### src/rtl/mem_port_arbiter.sv
// mem_port_arbiter: shares one external memory port between IF prefetch and MEM-stage data.
// Optional IF anti-starvation guard enabled by defining MEM_PORT_ARB_STARVE_GUARD_EN.
module mem_port_arbiter #(
    parameter int AddressWidth = 32,
    parameter int DataWidth    = 32,
    parameter int StarveLimit  = 4
) (
    input  logic                    clock,
    input  logic                    reset,
    input  logic                    in_IFRequest,
    input  logic [AddressWidth-1:0] in_IFAddress,
    input  logic                    in_IFFlush,
    output logic [DataWidth-1:0]    out_IFInstruction,
    output logic                    out_IFWait,
    input  logic                    in_DRequest,
    input  logic                    in_DWrite,
    input  logic [AddressWidth-1:0] in_DAddress,
    input  logic [DataWidth-1:0]    in_DWriteData,
    output logic [DataWidth-1:0]    out_DReadData,
    output logic                    out_DWait,
    output logic                    out_MemRequest,
    output logic                    out_MemWrite,
    output logic [AddressWidth-1:0] out_MemAddress,
    output logic [DataWidth-1:0]    out_MemWriteData,
    input  logic [DataWidth-1:0]    in_MemReadData,
    input  logic                    in_MemReady
);

    typedef enum logic [1:0] {
        IDLE       = 2'd0,
        IF_BUSY    = 2'd1,
        D_BUSY     = 2'd2,
        IF_DISCARD = 2'd3
    } state_t;

    localparam logic [AddressWidth-1:0] WordMask = ~AddressWidth'(3);

    if (StarveLimit < 1 || StarveLimit > 15) begin : g_bad_limit
        $error("StarveLimit must be in 1..15");
    end

    state_t state;
    logic   if_ok;
    logic   take_d;
    logic   take_if;
    logic   starved;

`ifdef MEM_PORT_ARB_STARVE_GUARD_EN
    logic [3:0] starve;

    assign starved = (starve == 4'(StarveLimit));

    // Count D grants that overtook a waiting IF; cleared when IF finally wins
    always_ff @(posedge clock) begin
        if (reset) begin
            starve <= '0;
        end else if (state == IDLE) begin
            if (take_if) begin
                starve <= '0;
            end else if (take_d && in_IFRequest && !starved) begin
                starve <= starve + 4'd1;
            end
        end
    end
`else
    assign starved = 1'b0;
`endif

    // Arbitration: D wins unless the guard says IF has waited long enough
    always_comb begin
        if_ok   = in_IFRequest & ~in_IFFlush;
        take_d  = in_DRequest & ~(starved & if_ok);
        take_if = if_ok & ~take_d;
    end

    // Completion handshakes and read-data pass-through
    always_comb begin
        out_IFWait = in_IFRequest
                   & ~((state == IF_BUSY) & in_MemReady & ~in_IFFlush);
        out_DWait  = in_DRequest & ~((state == D_BUSY) & in_MemReady);
        out_IFInstruction = in_MemReadData;
        out_DReadData     = in_MemReadData;
    end

    // Access sequencer with registered memory-side outputs
    always_ff @(posedge clock) begin
        if (reset) begin
            state            <= IDLE;
            out_MemRequest   <= 1'b0;
            out_MemWrite     <= 1'b0;
            out_MemAddress   <= '0;
            out_MemWriteData <= '0;
        end else begin
            unique case (state)
                IDLE: begin
                    if (take_d) begin
                        out_MemRequest   <= 1'b1;
                        out_MemWrite     <= in_DWrite;
                        out_MemAddress   <= in_DAddress;
                        out_MemWriteData <= in_DWriteData;
                        state            <= D_BUSY;
                    end else if (take_if) begin
                        out_MemRequest <= 1'b1;
                        out_MemWrite   <= 1'b0;
                        out_MemAddress <= in_IFAddress & WordMask;
                        state          <= IF_BUSY;
                    end else begin
                        out_MemRequest <= 1'b0;
                    end
                end
                IF_BUSY: begin
                    if (in_MemReady) begin
                        out_MemRequest <= 1'b0;
                        state          <= IDLE;
                    end else if (in_IFFlush) begin
                        state <= IF_DISCARD;
                    end
                end
                D_BUSY, IF_DISCARD: begin
                    if (in_MemReady) begin
                        out_MemRequest <= 1'b0;
                        state          <= IDLE;
                    end
                end
                default: begin
                    out_MemRequest <= 1'b0;
                    state          <= IDLE;
                end
            endcase
        end
    end

endmodule

### config.mk
export PLATFORM = sky130hd
export DESIGN_NAME = mem_port_arbiter
export DESIGN_NICKNAME = d
export VERILOG_FILES = /design/src/rtl/mem_port_arbiter.sv
export SDC_FILE = /design/constraint.sdc
export NUM_CORES = 1
export LEC_CHECK = 0
export ABC_AREA = 1
export ABC_CLOCK_PERIOD_IN_PS = 1400
export CORE_ASPECT_RATIO = 1.4
export CORE_MARGIN = 3
export CORE_UTILIZATION = 33
export DETAILED_ROUTE_END_ITERATION = 6
export MAX_ROUTING_LAYER = met4
export PLACE_DENSITY = 0.81
export SYNTH_ARGS = -nofsm -noshare
export SYNTH_HDL_FRONTEND = slang
export SYNTH_SLANG_ARGS = --single-unit
### constraint.sdc
create_clock -name clock -period 1.4 [get_ports clock]
set_input_delay 0.28 -clock clock [delete_from_list [all_inputs] [get_ports clock]]
set_output_delay 0.28 -clock clock [all_outputs]
set_load 0.01 [all_outputs]
==> results.cfg <==
[logic_synthesis]
yosys.area.top_type = dfxtp_1
synth_seq_cells = 68
synthCells = 479
synthDistinctLibCells = 19
synth_top_area_share_pct = 41.37
syn_nets = 614
ys_seq_area_share_pct = 41.37
syn_area_um2 = 3291
ys_warn_count = 0
synth_area_leaders = dfxtp_1, buf_4, nor2_1, nand2_1, o21ai_0
synth.avg_cell_area_um2 = 6.870

[drt]
via_per_inst = 4.543
drc = 0
vias = 3289
drt.antenna.violating_nets = 0
wl_um = 10100
initialDrtViolationCount = 179
firstDrtPassIters = 4
wl_per_cell_um = 13.94

[cts]
cts_setup_buffers = 0
cts_sinks = 68
tritoncts = done
clock_path_buffers = 2
cts_root_buffer = clkbuf_16
clkSlewWorstSetupHoldPaths_ns = 0.06
numCtsBuffers = 9
clk_latency_ns = 0.33
cts_max_level = 3
hold_buffers = 0

[timing]
slew_headroom_pct = 79.60
setup_violations = 1
fmax_mhz = 692.4
fin_skew_ns = 0.009459
whs_ns = 0.4556
setup_ws_ns = -0.04422
period_needed_ns = 1.444
fin_crit_sh_pct = 103.2
rsz0062_at_grt = yes
drv_slew = 0
tightest_slew_ns = 0.3060
hold_viol = 0

[pwr]
power_mw = 7.740
leakage_nw = 2.448
powerDensity_nw_per_um2 = 1550
vdd_drop_max_uv = 831.5

[critical_path]
critical_path_arrival_ns = 1.16
crit_type = register to output pin
endpoint_kind = output pin
cp_max_fo = 3
worstSetupStartpointType = register
critPathRequiredTime_ns = 1.12

[floorplanning]
die_area_um2 = 11220
coreArea_um2 = 9564
rows = 42
die_w_um = 90.40
initial_core_util_pct = 34.41
io_pins = 267
fp.dieH_um = 124.2

[place]
numPortBuffers = 168
place_congestion = 0.8452
placed_area_um2 = 4707
place_hpwl_um = 7766
dp.cells = 708

[cells_and_area]
stdcell_area_um2 = 4992
drive_above_1_share_pct = 8.108
fin_cells = 724
fillers = 936
n_antenna_cell = 0
area_growth_pct = 51.71
nets = 722

[run]
drv_cap = 0

[global_route]
globalRouteTotalUtil_pct = 18.68
grt_max_degree = 37
grt_pass1_wl_um = 16190
grt_pass1_vias = 3378
grt_overflow = 0
grt_antenna_before_repair = 0

[run_status]
status = finished with violations
violations = setup timing

[hold_path]
hold_path.class = register to register
cells in the mapped netlist (all sizes together):
cell type	count
a21oi	4
a31oi	1
buf	81
clkbuf	8
clkinv	1
dfxtp	68
inv	10
nand2	107
nand3	3
nor2	132
o21ai	63
o31ai	1
path summary, 6_finish.rpt:
| path | startpoint | end | slack [ns] | cells after the start |
|---|---|---|---|---|
| hold / removal | out_MemWrite | out_MemWrite | 0.46 | 2 |
| setup reg to reg | state[1] | out_MemWriteData[29] | 0.06 | 7 |
| setup / recovery | state[1] | out_DWait | -0.04 | 4 |
| hold reg to reg | out_MemWrite | out_MemWrite | 0.46 | 2 |
power breakdown:
part	leakage, nW	switching [mW]	internal (mW)
combinational	1.72	1.33	1.17
clock	0.169	0.830	1.79
sequential	0.564	0.229	2.39
logic make-up (layout without fill, tap and decap cells):
kind of cell    count (synthesis)  in the layout  share of synthesized area, %
flops                          68             68                         41.37
simple gates                  242            242                         28.37
compound gates                 69             69                         10.61
buf+inv                       100            213                         19.66
sequential cells by signal, summed over array words and instances (netlist names):
signal            flops
out_MemAddress       32
out_MemRequest        1
out_MemWrite          1
out_MemWriteData     32
state                 2
cell type report:
class / count / area [µm²] / share of cell area [%]
clock inverters: 6 / 111.4 / 2.231
well taps: 132 / 165.2 / 3.308
clock buffers: 10 / 239.0 / 4.787
inverters: 11 / 48.80 / 0.9774
repair buffers: 186 / 1774 / 35.54
multi-input cells: 311 / 1290 / 25.84
flip-flops and latches: 68 / 1364 / 27.32
placed cells by master (no fill, tap or decap), types with 5 or more instances in the layout:
cell type and count:
dlygate4sd2_1 68, clkdlybuf4s50_1 97, buf_4 14, dfxtp_1 66, inv_1 5, clkbuf_16 9, nand2_1 106, o21ai_0 50
nor2_1 129, o21ai_1 13
worst max-delay path, stage by stage (launching register included):
cell and delay [ns]:
dfxtp_2 0.36, inv_2 0.05, o31ai_2 0.20, inv_1 0.08, buf_2 0.15
through the flow:
| stage | utilization [%] | setup WS, ns | setup TNS, ns |
|---|---|---|---|
| 3_5_place_dp | 49.22 | -0.5305 | -28.19 |
| 4_1_cts | 52.12 | -0.02293 | -0.02293 |
| 5_1_grt | 52.20 | -0.08009 | -0.9194 |
| 2_1_floorplan | - | 0.2554 | 0 |
| 3_3_place_gp | 49.22 | -0.5488 | -26.49 |
| 6_report | 52.20 | -0.04422 | -0.04422 |
timing repair:
| item | CTS | global route |
|---|---|---|
| hold endpoints to repair | 0 | 0 |
| resized for setup | 85 | 7 |
| pin swaps | 2 | 1 |
| gates cloned | 0 | 0 |
| endpoints found under the setup margin | 131 | 44 |
metal layers:
metal	global-route usage [%]	vias up	wire, µm
met3	5.559	56	768
met1	19.63	1445	3873
li1	-	1638	-
met5	-	-	0
met2	31.04	150	4925
met4	11.69	0	527
No activity file was read; power rests on OpenSTA's default activity.
